File: src/rtl/pilot_frame_scheduler.sv
// Pilot-insertion frame scheduler.
// Splits a sample stream into frames of cfg_frame_len output slots. A pilot word
// goes in slot 0 and again after every cfg_pilot_interval data samples; data
// samples fill the other slots. A single output register gives full ready/valid
// backpressure. Configuration is shadowed at frame boundaries.
//
// state    | meaning
// ---------+-----------------------------------------------------------------
// ST_IDLE  | waiting for start; config is validated when start arrives
// ST_PILOT | next slot is a pilot, loaded as soon as the output stage is free
// ST_DATA  | next slot is a data sample, loaded on an input handshake
module pilot_frame_scheduler #(
    parameter int DATA_W = 32,
    parameter int LEN_W  = 13,
    parameter int FCNT_W = 16
) (
    input  logic              clk,
    input  logic              rst_n,
    input  logic [LEN_W-1:0]  cfg_frame_len,
    input  logic [LEN_W-1:0]  cfg_pilot_interval,
    input  logic [DATA_W-1:0] cfg_pilot_value,
    input  logic [FCNT_W-1:0] cfg_num_frames,
    input  logic              start,
    input  logic              stop,
    input  logic [DATA_W-1:0] s_data,
    input  logic              s_valid,
    output logic              s_ready,
    output logic [DATA_W-1:0] m_data,
    output logic              m_valid,
    input  logic              m_ready,
    output logic              m_pilot,
    output logic              m_sof,
    output logic              m_eof,
    output logic              busy,
    output logic [FCNT_W-1:0] frame_cnt,
    output logic              cfg_error,
    output logic              done
);

    typedef enum logic [1:0] {
        ST_IDLE  = 2'd0,
        ST_PILOT = 2'd1,
        ST_DATA  = 2'd2
    } state_t;

    state_t              state_q,     state_d;
    logic [LEN_W-1:0]    len_q,       len_d;
    logic [LEN_W-1:0]    intv_q,      intv_d;
    logic [DATA_W-1:0]   pval_q,      pval_d;
    logic [FCNT_W-1:0]   nfr_q,       nfr_d;
    logic [LEN_W-1:0]    slot_q,      slot_d;
    logic [LEN_W-1:0]    pil_q,       pil_d;
    logic                stop_pend_q, stop_pend_d;
    logic [FCNT_W-1:0]   fcnt_q,      fcnt_d;
    logic                cerr_q,      cerr_d;
    logic                done_q,      done_d;
    logic [DATA_W-1:0]   mdata_q,     mdata_d;
    logic                mvalid_q,    mvalid_d;
    logic                mpilot_q,    mpilot_d;
    logic                msof_q,      msof_d;
    logic                meof_q,      meof_d;

    logic                out_free;
    logic                load_pilot;
    logic                load_data;
    logic                last_slot;
    logic [LEN_W-1:0]    pil_new;
    logic [FCNT_W-1:0]   fcnt_inc;

    // Handshake qualifiers and slot bookkeeping shared by the FSM and output stage.
    always_comb begin
        out_free   = !mvalid_q || m_ready;
        load_pilot = (state_q == ST_PILOT) && out_free;
        load_data  = (state_q == ST_DATA) && out_free && s_valid;
        last_slot  = (slot_q == (len_q - LEN_W'(1)));
        pil_new    = load_pilot ? '0 : (pil_q + LEN_W'(1));
        fcnt_inc   = fcnt_q + FCNT_W'(1);
    end

    // Next-state, counters, shadow config and output-stage loading.
    always_comb begin
        state_d     = state_q;
        len_d       = len_q;
        intv_d      = intv_q;
        pval_d      = pval_q;
        nfr_d       = nfr_q;
        slot_d      = slot_q;
        pil_d       = pil_q;
        stop_pend_d = stop_pend_q;
        fcnt_d      = fcnt_q;
        cerr_d      = cerr_q;
        done_d      = 1'b0;
        mdata_d     = mdata_q;
        mvalid_d    = mvalid_q;
        mpilot_d    = mpilot_q;
        msof_d      = msof_q;
        meof_d      = meof_q;

        // A beat that is accepted and not replaced leaves the output stage empty.
        if (mvalid_q && m_ready) begin
            mvalid_d = 1'b0;
        end

        case (state_q)
            ST_IDLE: begin
                if (start) begin
                    if ((cfg_frame_len < LEN_W'(2)) || (cfg_pilot_interval == '0)) begin
                        cerr_d = 1'b1;
                    end else begin
                        len_d       = cfg_frame_len;
                        intv_d      = cfg_pilot_interval;
                        pval_d      = cfg_pilot_value;
                        nfr_d       = cfg_num_frames;
                        cerr_d      = 1'b0;
                        fcnt_d      = '0;
                        slot_d      = '0;
                        pil_d       = '0;
                        stop_pend_d = 1'b0;
                        state_d     = ST_PILOT;
                    end
                end
            end

            ST_PILOT, ST_DATA: begin
                if (stop) begin
                    stop_pend_d = 1'b1;
                end
                if (load_pilot || load_data) begin
                    mdata_d  = load_pilot ? pval_q : s_data;
                    mvalid_d = 1'b1;
                    mpilot_d = load_pilot;
                    msof_d   = (slot_q == '0);
                    meof_d   = last_slot;
                    pil_d    = pil_new;
                    if (last_slot) begin
                        fcnt_d = fcnt_inc;
                        if (stop_pend_q || ((nfr_q != '0) && (fcnt_inc == nfr_q))) begin
                            state_d     = ST_IDLE;
                            done_d      = 1'b1;
                            stop_pend_d = 1'b0;
                        end else begin
                            // Frame boundary: pick up whatever config is present now.
                            len_d   = cfg_frame_len;
                            intv_d  = cfg_pilot_interval;
                            pval_d  = cfg_pilot_value;
                            nfr_d   = cfg_num_frames;
                            slot_d  = '0;
                            pil_d   = '0;
                            state_d = ST_PILOT;
                        end
                    end else begin
                        slot_d  = slot_q + LEN_W'(1);
                        state_d = (pil_new == intv_q) ? ST_PILOT : ST_DATA;
                    end
                end
            end

            default: begin
                state_d = ST_IDLE;
            end
        endcase
    end

    // State and datapath registers; reset empties the output stage at once.
    always_ff @(posedge clk or negedge rst_n) begin
        if (!rst_n) begin
            state_q     <= ST_IDLE;
            len_q       <= '0;
            intv_q      <= '0;
            pval_q      <= '0;
            nfr_q       <= '0;
            slot_q      <= '0;
            pil_q       <= '0;
            stop_pend_q <= 1'b0;
            fcnt_q      <= '0;
            cerr_q      <= 1'b0;
            done_q      <= 1'b0;
            mdata_q     <= '0;
            mvalid_q    <= 1'b0;
            mpilot_q    <= 1'b0;
            msof_q      <= 1'b0;
            meof_q      <= 1'b0;
        end else begin
            state_q     <= state_d;
            len_q       <= len_d;
            intv_q      <= intv_d;
            pval_q      <= pval_d;
            nfr_q       <= nfr_d;
            slot_q      <= slot_d;
            pil_q       <= pil_d;
            stop_pend_q <= stop_pend_d;
            fcnt_q      <= fcnt_d;
            cerr_q      <= cerr_d;
            done_q      <= done_d;
            mdata_q     <= mdata_d;
            mvalid_q    <= mvalid_d;
            mpilot_q    <= mpilot_d;
            msof_q      <= msof_d;
            meof_q      <= meof_d;
        end
    end

    // Output ports.
    always_comb begin
        s_ready   = (state_q == ST_DATA) && out_free;
        m_data    = mdata_q;
        m_valid   = mvalid_q;
        m_pilot   = mpilot_q;
        m_sof     = msof_q;
        m_eof     = meof_q;
        busy      = (state_q != ST_IDLE);
        frame_cnt = fcnt_q;
        cfg_error = cerr_q;
        done      = done_q;
    end

endmodule

File: config.mk
export PLATFORM = sky130hd
export DESIGN_NAME = pilot_frame_scheduler
export DESIGN_NICKNAME = d
export VERILOG_FILES = /design/src/rtl/pilot_frame_scheduler.sv
export SDC_FILE = /design/constraint.sdc
export NUM_CORES = 1
export LEC_CHECK = 0
export CAP_MARGIN = 30
export CORE_MARGIN = 2
export CORE_UTILIZATION = 54
export CTS_BUF_LIST = sky130_fd_sc_hd__clkbuf_8
export DETAILED_ROUTE_END_ITERATION = 7
export PLACE_DENSITY_LB_ADDON = 0.08
export SYNTH_ARGS = -nofsm -noshare
export SYNTH_HDL_FRONTEND = slang
export SYNTH_SLANG_ARGS = --single-unit
File: constraint.sdc
create_clock -name clk -period 4.8 [get_ports clk]
set_clock_uncertainty 0.2 [all_clocks]
set_input_delay 1.44 -clock clk [delete_from_list [all_inputs] [get_ports clk]]
set_output_delay 1.44 -clock clk [all_outputs]
set_load 0.02 [all_outputs]
=== Yosys cells after proc, flatten, opt, wreduce, memory -nomap -nowiden ===
Index checks and enable logic that the tools add are counted.

* Order comparisons: 1
* Reductions and logical operators: 25
* Eq/ne operators: 11
* Add/subtract/negate cells: 4
* Mux-type cells: 63

{| class="wikitable"
|+ Operators with widths
! operator !! number
|-
| $mux W13 || 19
|-
| $mux W32 || 6
|-
| $mux W16 || 9
|-
| $pmux W13 S2 || 4
|-
| $pmux W16 S2 || 2
|-
| $pmux W32 S2 || 1
|-
| $add A13 B1 Y13 const B || 2
|-
| $eq A13 B13 Y1 || 2
|-
| $logic_not A13 Y1 || 2
|-
| $add A16 B1 Y16 const B || 1
|-
| $eq A16 B16 Y1 || 1
|-
| $reduce_bool A16 Y1 || 1
|-
| $mux W1 || 15
|-
| $lt A13 B2 Y1 const B || 1
|-
| $sub A13 B1 Y13 const B || 1
|-
| $mux W2 || 5
|-
| $ne A2 B2 Y1 const B || 5
|-
| $reduce_and A5 Y1 || 2
|-
| $reduce_and A3 Y1 || 2
|-
| $reduce_and A6 Y1 || 1
|-
| $logic_and A1 B1 Y1 || 5
|-
| $logic_or A1 B1 Y1 || 4
|-
| $pmux W2 S2 || 1
|-
| $reduce_and A2 Y1 || 2
|-
| 9 further kinds || 10
|}

* Input port bits: 112
* Logic and storage cells: 120
* Output and inout port bits: 56
* Flip-flop bits (word level): 157

=== Depth between registers and ports, before layout ===
Gate-level depths: netlist of the first run.

* Word-level depth: 9
* Gate-level depth with buffers: 13
* Depth with buffers taken out: 10

=== Least setup slack after synthesis of the first run ===
Ideal clock, no wire load.

* Kind: in2reg
* Start point: in m_ready
* End point: reg pval_q[0]
* Data arrival time: 3.441 ns
* Setup time: 0.125 ns
* Setup slack: 1.034 ns
* Buffers on the path: 4
* Stages: 11
* Cell sequence: nand2b_1 and2_1 clkbuf_1 a21oi_1 a22o_1 a21oi_1 and2_4 buf_6 buf_6 buf_6 mux2_4

* Longest elaborated chain between the ends: 6
* Elaborated cells between the ends (all ways): 7
* Classes of those cells: 1 x eq/ne; 6 x reduce/logical

{| class="wikitable"
|+ Ends and longest elaborated chain
! item !! line !! source
|-
| start, declared || 30 || <nowiki>input logic m_ready,</nowiki>
|-
| $logic_or A1 B1 Y1 * || 72 || <nowiki>out_free = !mvalid_q || m_ready;</nowiki>
|-
| $logic_and A1 B1 Y1 (2 in series) || 74 || <nowiki>load_data = (state_q == ST_DATA) && out_free && s_valid;</nowiki>
|-
| $logic_or A1 B1 Y1 * || 128 || <nowiki>if (load_pilot || load_data) begin</nowiki>
|-
| $ne A2 B2 Y1 (no line) * || n/a ||
|-
| $reduce_and A6 Y1 (no line) * || n/a ||
|-
| end signal, assigned || 187 || <nowiki>pval_q <= pval_d;</nowiki>
|-
| end, declared || 49 || <nowiki>logic [DATA_W-1:0] pval_q, pval_d;</nowiki>
|}

Every way passes the cells marked *; elsewhere a longest branch is shown, timed or not.
A chain may end at the register's enable or synchronous reset.

=== Worst setup path in the final report of the first run ===
* Start point: in m_ready
* End point: out s_ready

* Longest elaborated chain between the ends: 2

{| class="wikitable"
|+ Ends and longest elaborated chain
! item !! line !! source
|-
| $logic_or A1 B1 Y1 || 72 ||
|-
| $logic_and A1 B1 Y1 || 205 || <nowiki>s_ready = (state_q == ST_DATA) && out_free;</nowiki>
|-
| end, declared || 27 || <nowiki>output logic s_ready,</nowiki>
|}

No other way between the ends.

==> impl_metrics.py, run 1 <==
metrics = {
    "worst_setup_path": {
        "crit_arrival_ns": 2.85,
        "reg2reg_slack_ns": 0.44,
        "critPathLaunchType": "input port",
        "cp.required_ns": 3.16,
        "setup.worst_path.class": "input port to primary output",
        "worstSetupEndpointType": "primary output",
        "worstPathMaxFanout": 4,
    },
    "clock_tree": {
        "insertion_delay_ns": 0.47,
        "cts.htree.levels": 4,
        "cts_hold_buf": 0,
        "ctsResizeCount": 0,
        "cts_sinks": 157,
        "root_buffer": "clkbuf_8",
        "cts-buffers-inserted": 17,
        "post_cts_buffers": 0,
        "clockBufferDepth": 2,
        "tritoncts": "done",
        "clk_pin_slew_worst_paths_ns": 0.09,
    },
    "drt": {
        "dr.pass1.iters": 5,
        "vias_per_cell": 5.83,
        "antenna_left": 0,
        "drt_iter0_markers": 629,
        "vias": 7340,
        "wirelength_um": 22500,
        "wl_per_cell_um": 17.9,
        "route.detailed.drc": 0,
    },
    "layout": {
        "multi_input_area_mm2": 0.00441,
        "final_net_count": 1151,
        "syn_to_final_growth_pct": 25.6,
        "layout.cells.most_common": "clkdlybuf4s50_1",
        "fill_cells": 1259,
        "register_area_mm2": 0.00393,
        "fin_area_mm2": 0.0109,
        "drive_gt1_frac": 0.128,
        "antenna_cells": 0,
        "final_cell_mix": "clkdlybuf4s50_1, dfrtp_1, nand2_1, nor2_1, mux2_2",
    },
    "global_routing": {
        "grt_antenna_before_repair": 0,
        "grt_pass1_wl_um": 35200,
        "grt_max_degree": 86,
        "grt-ovfl-total": 0,
        "first_global_vias": 6987,
        "gr-usage-all-layers": 0.264,
    },
    "power_and_ir_drop": {
        "leakage_nw": 4.54,
        "vdd.ir_drop.worst_uv": 323,
        "power_density_mw_per_mm2": 623,
    },
    "floorplanning": {
        "io_pins": 168,
        "die_area_mm2": 0.0171,
        "fp.dieW_um": 131,
        "rows": 46,
        "die_h_um": 131,
        "coreArea_mm2": 0.0158,
        "start_util": 0.549,
    },
    "logic_synthesis": {
        "syn-num-nets": 1002,
        "synth.largest_area_cell": "dfrtp_1",
        "synth_area_per_cell_um2": 9.87,
        "synth-edff-count": 0,
        "synth_seq_cells": 157,
        "synth_top_family_by_area": "simple AND/OR/NAND/NOR gates",
        "synth_xor_area_frac": 0.0484,
        "synth.distinct_cells": 70,
        "synth.area.top_cells": "dfrtp_1, mux2_4, mux2_2, nand2_1, xnor2_1",
        "synthAdderAreaFrac": 0.0130,
        "seq_area_frac_synth": 0.452,
        "synth-compound-area-share": 0.132,
        "synth_top_area_frac": 0.452,
        "ys_async_sr_fraction": 1.00,
        "yosys.area_share.simple": 0.202,
        "syn_area_mm2": 0.00869,
        "synth_cells": 881,
        "synth.area.mux_share": 0.112,
        "synth_flop_cell": "dfrtp_1",
        "yosysWarningCount": 0,
    },
    "hold_path": {
        "hold_class": "register to register",
    },
    "placed_design": {
        "hpwlAfterDp_um": 16300,
        "placed_area_mm2": 0.0105,
        "io_buffers": 167,
        "routabilityCongestion": 0.877,
    },
    "job": {
        "cap_violations": 0,
    },
    "timing": {
        "finalMaxSlewViolations": 0,
        "finalSetupViolCount": 0,
        "slew-limit-headroom": 0.448,
        "tightest_slew_ns": 0.820,
        "hold_viol": 0,
        "fin_setup_tns_ns": 0,
        "rsz0062_at_grt": "false",
        "max_freq_mhz": 223,
        "period_share": 0.936,
        "fin_crit_ns": 4.49,
    },
    "outcome": {
        "outcome": "finished clean",
    },
}
[routing by layer]
| layer | GRT usage | wire (um) |
|---|---|---|
| met5 | 0 | 0 |
| met3 | 0.0761 | 1510 |
| met1 | 0.339 | 9720 |
| met4 | 0.0845 | 412 |
| met2 | 0.434 | 10900 |
[cell families after synthesis]
group	Yosys count
compound gates	172
xor+xnor	48
fa+ha+maj	9
buf+inv	74
flops	157
mux	75
simple gates	346
[worst max-delay path, stage by stage]
cell             delay, ns
clkdlybuf4s50_1       0.45
nand2b_1              0.15
and2_1                0.18
clkdlybuf4s50_1       0.63
[registers in the layout (all words and copies together) (netlist names)]
name	flops
m_data	32
pval_q	32
frame_cnt	16
nfr_q	16
intv_q	13
len_q	13
pil_q	13
slot_q	13
state_q	2
cfg_error	1
done	1
m_eof	1
m_pilot	1
m_sof	1
m_valid	1
stop_pend_q	1
[synth_stat cells (7+ instances only)]
| master | n |
|---|---|
| xnor2_1 | 28 |
| xor2_1 | 20 |
| mux2_2 | 39 |
| nor2_1 | 63 |
| or3_1 | 12 |
| nor4_1 | 22 |
| a21o_1 | 14 |
| o31ai_1 | 8 |
| or4_1 | 7 |
| nand3_1 | 34 |
| buf_2 | 12 |
| o21ai_0 | 38 |
| a21oi_1 | 26 |
| nand4_1 | 15 |
| a31oi_1 | 37 |
| mux2_4 | 34 |
| and3_1 | 10 |
| inv_1 | 19 |
| clkbuf_1 | 25 |
| a22o_1 | 8 |
| ha_1 | 9 |
| nor3_1 | 22 |
| nand2b_1 | 8 |
| dfrtp_1 | 157 |
| nand2_1 | 110 |
[cell type report]
cell class,count,share of cell area
well taps,216,0.0248
clock buffers,17,0.0214
clock inverters,15,0.0140
flip-flops and latches,157,0.360
multi-input cells,650,0.404
inverters,19,0.00653
repair buffers,185,0.169
[through the flow]
stage	std cells	util	setup WS, ns	hold slack (ns)	total power [W]
finish	1259	0.690	0.310	0.306	0.00680
global route	1259	0.690	0.186	0.329	0.00724
CTS	1259	0.690	0.306	0.317	0.00684
detailed placement	1227	0.665	0.252	0.294	0.00584
global placement	1227	0.665	0.310	0.283	0.00577
floorplan	881	-	1.03	0.281	0.00480
[where the power goes]
| group | switching [W] | leakage (nW) | internal (W) |
|---|---|---|---|
| clock | 0.000558 | 0.196 | 0.000428 |
| sequential | 0.000439 | 1.93 | 0.00185 |
| combinational | 0.00177 | 2.41 | 0.00175 |
| total | 0.00277 | 4.54 | 0.00403 |
[final timing paths]
check	to	cells past startpoint	startpoint
setup reg to reg	len_q[4]	9	len_q[3]
hold reg to reg	m_pilot	2	m_pilot
max in group asynchronous	pil_q[5]	2	rst_n
hold / removal	m_pilot	2	m_pilot
min in group asynchronous	len_q[1]	1	rst_n
setup / recovery	s_ready	4	m_ready
Note: power is estimated with default switching activity, not from simulation.
==> run 2: changes to the inputs <==
--- a/config.mk
+++ b/config.mk
@@ -6,7 +6,7 @@
 export NUM_CORES = 1
 export LEC_CHECK = 0
 export CAP_MARGIN = 30
-export CORE_MARGIN = 2
+export CORE_MARGIN = 3
 export CORE_UTILIZATION = 54
 export CTS_BUF_LIST = sky130_fd_sc_hd__clkbuf_8
 export DETAILED_ROUTE_END_ITERATION = 7
==> run 2 against run 1 <==
  * Hold slack better by 0.011 ns
  * Clock power is 8% higher
  * Clock-buffer cell count did not move
  * Highest routed layer unchanged
  * Global-route usage fell by 0.56 points
  * Sequential share of layout area barely moved
  * Maximum frequency shrank 0.76%
  * Flip-flop and latch count unchanged
  * Combinational power about the same
  * Final area about the same
  * Utilization is 1.6 points higher
  * Sequential power is essentially flat
==> impl_metrics.py, run 2 (same netlist as run 1, synthesis figures left out) <==
metrics = {
    "timing": {
        "tightest_slew_ns": 0.830,
        "fin_setup_tns_ns": 0,
        "max_freq_mhz": 221,
        "finalMaxSlewViolations": 0,
        "rsz0062_at_grt": "false",
        "worst_hold_slack_ns": 0.317,
        "hold_viol": 0,
        "fin_crit_ns": 4.52,
        "period_share": 0.943,
        "slew-limit-headroom": 0.441,
        "finalSetupViolCount": 0,
    },
    "layout": {
        "final_net_count": 1150,
        "layout.cells.most_common": "clkdlybuf4s50_1",
        "final_cell_mix": "clkdlybuf4s50_1, dfrtp_1, nand2_1, nor2_1, mux2_2",
        "stdcell_count": 1253,
        "fill_cells": 1201,
        "drive_gt1_frac": 0.128,
        "antenna_cells": 0,
        "syn_to_final_growth_pct": 25.7,
        "utilization": 0.706,
    },
    "worst_setup_path": {
        "crit_arrival_ns": 2.88,
        "critPathLaunchType": "input port",
        "cp.required_ns": 3.16,
        "setup.worst_path.class": "input port to primary output",
        "rr_startpoint": "len_q[3]",
        "crit_path_start": "m_ready",
        "worstSetupEndpointType": "primary output",
        "worstPathMaxFanout": 4,
    },
    "placed_design": {
        "hpwlAfterDp_um": 16500,
        "io_buffers": 167,
        "routabilityCongestion": 0.876,
        "dp.cells": 1221,
    },
    "clock_tree": {
        "tritoncts": "done",
        "clockBufferDepth": 2,
        "root_buffer": "clkbuf_8",
        "cts_hold_buf": 0,
        "insertion_delay_ns": 0.46,
        "ctsResizeCount": 0,
        "cts_sinks": 157,
        "post_cts_buffers": 0,
        "cts.htree.levels": 4,
        "clk_pin_slew_worst_paths_ns": 0.09,
        "cts-buffers-inserted": 17,
    },
    "global_routing": {
        "grt-ovfl-total": 0,
        "grt_antenna_before_repair": 0,
        "grt_pass1_wl_um": 36800,
        "grt_max_degree": 67,
        "gr-usage-all-layers": 0.258,
        "first_global_vias": 7130,
    },
    "floorplanning": {
        "io_pins": 168,
        "fp.dieW_um": 133,
        "die_h_um": 133,
        "die_area_mm2": 0.0177,
        "start_util": 0.561,
        "rows": 45,
        "coreArea_mm2": 0.0155,
    },
    "drt": {
        "antenna_left": 0,
        "wirelength_um": 22700,
        "wl_per_cell_um": 18.2,
        "vias_per_cell": 5.86,
        "drt_iter0_markers": 495,
        "dr.pass1.iters": 5,
        "vias": 7343,
        "route.detailed.drc": 0,
    },
    "job": {
        "cap_violations": 0,
    },
    "power_and_ir_drop": {
        "leakage_nw": 4.54,
        "pwr-share-clk": 0.155,
        "pwr-share-seq": 0.333,
        "switching_power_w": 0.00275,
        "combPwrFrac": 0.512,
        "power_density_mw_per_mm2": 629,
        "p_sw_frac": 0.401,
        "vdd.ir_drop.worst_uv": 380,
        "p_int_w": 0.00411,
    },
    "outcome": {
        "outcome": "finished clean",
    },
    "hold_path": {
        "hold_class": "register to register",
        "hp-start": "m_sof",
    },
}
==> run 2: cell types whose count changed in the layout (fill, tap and decap cells not counted), sizes merged <==
cell | before | now
bufinv | 1 | 3
buf | 19 | 18
clkinvlp | 1 | 2
inv | 27 | 24
==> run 2: path summary, 6_finish.rpt <==
check / end / slack [ns] / cells past startpoint
max: s_ready / 0.28 / 4
min: m_sof / 0.32 / 2
max reg2reg: intv_q[7] / 0.46 / 9
min reg2reg: m_sof / 0.32 / 2
max in group asynchronous: pval_q[20] / 2.83 / 2
min in group asynchronous: len_q[12] / 0.75 / 1
==> run 2: worst max-delay path, cell delays in order <==
cell,delay (ns)
clkdlybuf4s50_1,0.45
nand2b_1,0.17
and2_1,0.19
clkdlybuf4s50_1,0.64
==> run 2: per-layer routing <==
metal | GRT usage | routed length (um)
met3 | 0.0825 | 1770
met2 | 0.423 | 11000
met1 | 0.332 | 9660
met4 | 0.0710 | 346
met5 | 0 | 0
==> run 2: power by group through the flow <==
| stage | registers (W) | clock network [W] | logic [W] |
|---|---|---|---|
| 2_1_floorplan | 0.00234 | 0 | 0.00245 |
| 3_3_place_gp | 0.00230 | 0 | 0.00346 |
| 3_5_place_dp | 0.00230 | 0 | 0.00353 |
| 4_1_cts | 0.00228 | 0.00108 | 0.00354 |
| 5_1_grt | 0.00236 | 0.00113 | 0.00384 |
| 6_report | 0.00229 | 0.00106 | 0.00351 |
==> run 2: area by class of cell <==
cell class	instances	area [um2]	share of cell area
Clock inverter	15	188	0.0172
Multi-Input combinational cell	650	4410	0.404
Clock buffer	17	234	0.0214
Tap cell	211	264	0.0242
Inverter	19	71.3	0.00653
Timing Repair Buffer	184	1830	0.167
Sequential cell	157	3930	0.360
==> run 2: through the flow <==
| step | worst slack (ns) | total power, W | instance area, um2 |
|---|---|---|---|
| after global placement | 0.283 | 0.00576 | 10500 |
| after CTS | 0.262 | 0.00690 | 10900 |
| after global routing | 0.166 | 0.00733 | 10900 |
| final | 0.275 | 0.00687 | 10900 |
| after floorplan | 1.03 | 0.00480 | 8690 |
| after detailed placement | 0.259 | 0.00583 | 10500 |
==> run 3: changes to the inputs <==
--- a/config.mk
+++ b/config.mk
@@ -7,7 +7,7 @@
 export LEC_CHECK = 0
 export CAP_MARGIN = 30
 export CORE_MARGIN = 3
-export CORE_UTILIZATION = 54
+export CORE_UTILIZATION = 55
 export CTS_BUF_LIST = sky130_fd_sc_hd__clkbuf_8
 export DETAILED_ROUTE_END_ITERATION = 7
 export PLACE_DENSITY_LB_ADDON = 0.08
==> constraint.sdc (replaced) <==
create_clock -name clk -period 5.3 [get_ports clk]
set_clock_uncertainty 0.2 [all_clocks]
set_input_delay 1.59 -clock clk [delete_from_list [all_inputs] [get_ports clk]]
set_output_delay 1.59 -clock clk [all_outputs]
set_load 0.02 [all_outputs]
==> run 3 against run 2 <==
  * Critical path depth is the same
  * Setup slack improved by 0.22 ns
  * Global-route usage is 0.53 points higher
  * Final area is 0.21% higher
  * Hold slack got worse by 0.014 ns
  * Sequential share of layout area shrank 0.074 points
  * Utilization is 0.93 points higher
  * Cell count down 0.32%
  * Largest cell class unchanged
  * Die area fell by 1.7%
  * Power shrank 7.8%
  * Highest routed layer unchanged
  * First-iteration DRC count shrank 0.61%
  * Clock power about the same
==> impl_metrics.py, run 3 (same netlist as run 1, synthesis figures left out) <==
metrics = {
    "outcome": {
        "outcome": "finished clean",
    },
    "global_routing": {
        "grt_max_degree": 89,
        "gr-usage-all-layers": 0.264,
        "first_global_vias": 7100,
        "grt-ovfl-total": 0,
        "grt_antenna_before_repair": 0,
        "grt_pass1_wl_um": 37000,
    },
    "worst_setup_path": {
        "setup.worst_path.class": "input port to primary output",
        "crit_arrival_ns": 3.02,
        "worstPathMaxFanout": 4,
        "cp-endpoint": "s_ready",
        "max_stage_delay_ns": 0.63,
        "rr_startpoint": "len_q[3]",
        "cp.required_ns": 3.51,
        "worstSetupEndpointType": "primary output",
        "r2r-end": "intv_q[9]",
        "r2r_cells": 9,
        "crit_path_start": "m_ready",
        "critPathLaunchType": "input port",
        "crit_top_cell": "clkdlybuf4s50_1",
        "crit_path_cell_trace": "clkdlybuf4s50_1 > nand2b_1 > and2_1 > clkdlybuf4s50_1",
        "critPathSlowestCell": "clkdlybuf4s50_1",
        "reg2reg_slack_ns": 1.12,
    },
    "floorplanning": {
        "io_pins": 168,
        "fp.dieW_um": 132,
        "coreArea_mm2": 0.0153,
        "die_h_um": 132,
        "start_util": 0.568,
        "rows": 45,
        "die_area_mm2": 0.0173,
    },
    "placed_design": {
        "routabilityCongestion": 0.900,
        "hpwlAfterDp_um": 16000,
        "placed_area_mm2": 0.0105,
        "io_buffers": 167,
    },
    "hold_path": {
        "hold_class": "register to register",
    },
    "clock_tree": {
        "post_cts_buffers": 0,
        "clk_pin_slew_worst_paths_ns": 0.08,
        "cts.htree.levels": 4,
        "cts_hold_buf": 0,
        "cts-buffers-inserted": 17,
        "ctsResizeCount": 0,
        "tritoncts": "done",
        "cts_sinks": 157,
        "insertion_delay_ns": 0.46,
        "root_buffer": "clkbuf_8",
        "clockBufferDepth": 2,
    },
    "drt": {
        "wl_per_cell_um": 18.1,
        "antenna_left": 0,
        "dr.pass1.iters": 4,
        "route.detailed.drc": 0,
        "vias": 7233,
        "vias_per_cell": 5.79,
        "drt_iter0_markers": 492,
        "wirelength_um": 22600,
    },
    "timing": {
        "worst_hold_slack_ns": 0.302,
        "slew-limit-headroom": 0.417,
        "fin_setup_tns_ns": 0,
        "finalSetupViolCount": 0,
        "finalMaxSlewViolations": 0,
        "fin_crit_ns": 4.81,
        "max_freq_mhz": 208,
        "rsz0062_at_grt": "false",
        "period_share": 0.907,
        "tightest_slew_ns": 0.867,
        "hold_viol": 0,
    },
    "layout": {
        "final_net_count": 1146,
        "fin_area_mm2": 0.0109,
        "syn_to_final_growth_pct": 25.9,
        "utilization": 0.715,
        "antenna_cells": 0,
        "final_cell_mix": "clkdlybuf4s50_1, dfrtp_1, nand2_1, nor2_1, mux2_2",
        "drive_gt1_frac": 0.122,
        "layout.cells.most_common": "clkdlybuf4s50_1",
    },
    "power_and_ir_drop": {
        "power_density_mw_per_mm2": 579,
        "leakage_nw": 4.56,
        "fin_total_pwr_w": 0.00633,
        "vdd.ir_drop.worst_uv": 385,
    },
    "job": {
        "cap_violations": 0,
    },
}
run 3: worst min-delay path by stage:
stage,startpoint,end,depth (start not counted)
after floorplan,pval_q[31],pval_q[31],1
after CTS,m_eof,m_eof,2
after global placement,m_eof,m_eof,2
after detailed placement,m_eof,m_eof,2
final,m_eof,m_eof,2
after global routing,pval_q[22],pval_q[22],1
run 3: final cells by class:
| type | instances | area, um2 |
|---|---|---|
| clock buffer | 20 | 275 |
| clock inverter | 12 | 191 |
| fill | 1195 | 4370 |
| inverter | 19 | 71.3 |
| multi-input combinational | 650 | 4410 |
| sequential | 157 | 3930 |
| tap | 211 | 264 |
| timing repair buffer | 180 | 1800 |
run 3: routing by layer:
layer  up-vias  wire length, um  global-route usage
li1       3478                -                   -
met1      3483             9730               0.339
met2       239            10700               0.423
met3        33             1740              0.0938
met4         0              439              0.0776
met5         -                0                   0
run 3: worst max-delay path, delay by kind of cell:
| kind | cells | cell delay (ns) |
|---|---|---|
| and+or+nand+nor | 2 | 0.34 |
| buffers and inverters | 2 | 1.08 |
run 3: where the power goes:
| group | internal (W) | switching [W] | total, W | leakage, nW |
|---|---|---|---|---|
| Clock | 0.000595 | 0.000444 | 0.00104 | 0.238 |
| Combinational | 0.00157 | 0.00163 | 0.00320 | 2.39 |
| Sequential | 0.00168 | 0.000415 | 0.00210 | 1.93 |
run 3: stage by stage:
step,instances,setup WS [ns]
after global routing,1249,0.426
after floorplan,881,1.38
final,1249,0.493
after detailed placement,1216,0.350
after global placement,1216,0.407
after CTS,1248,0.477
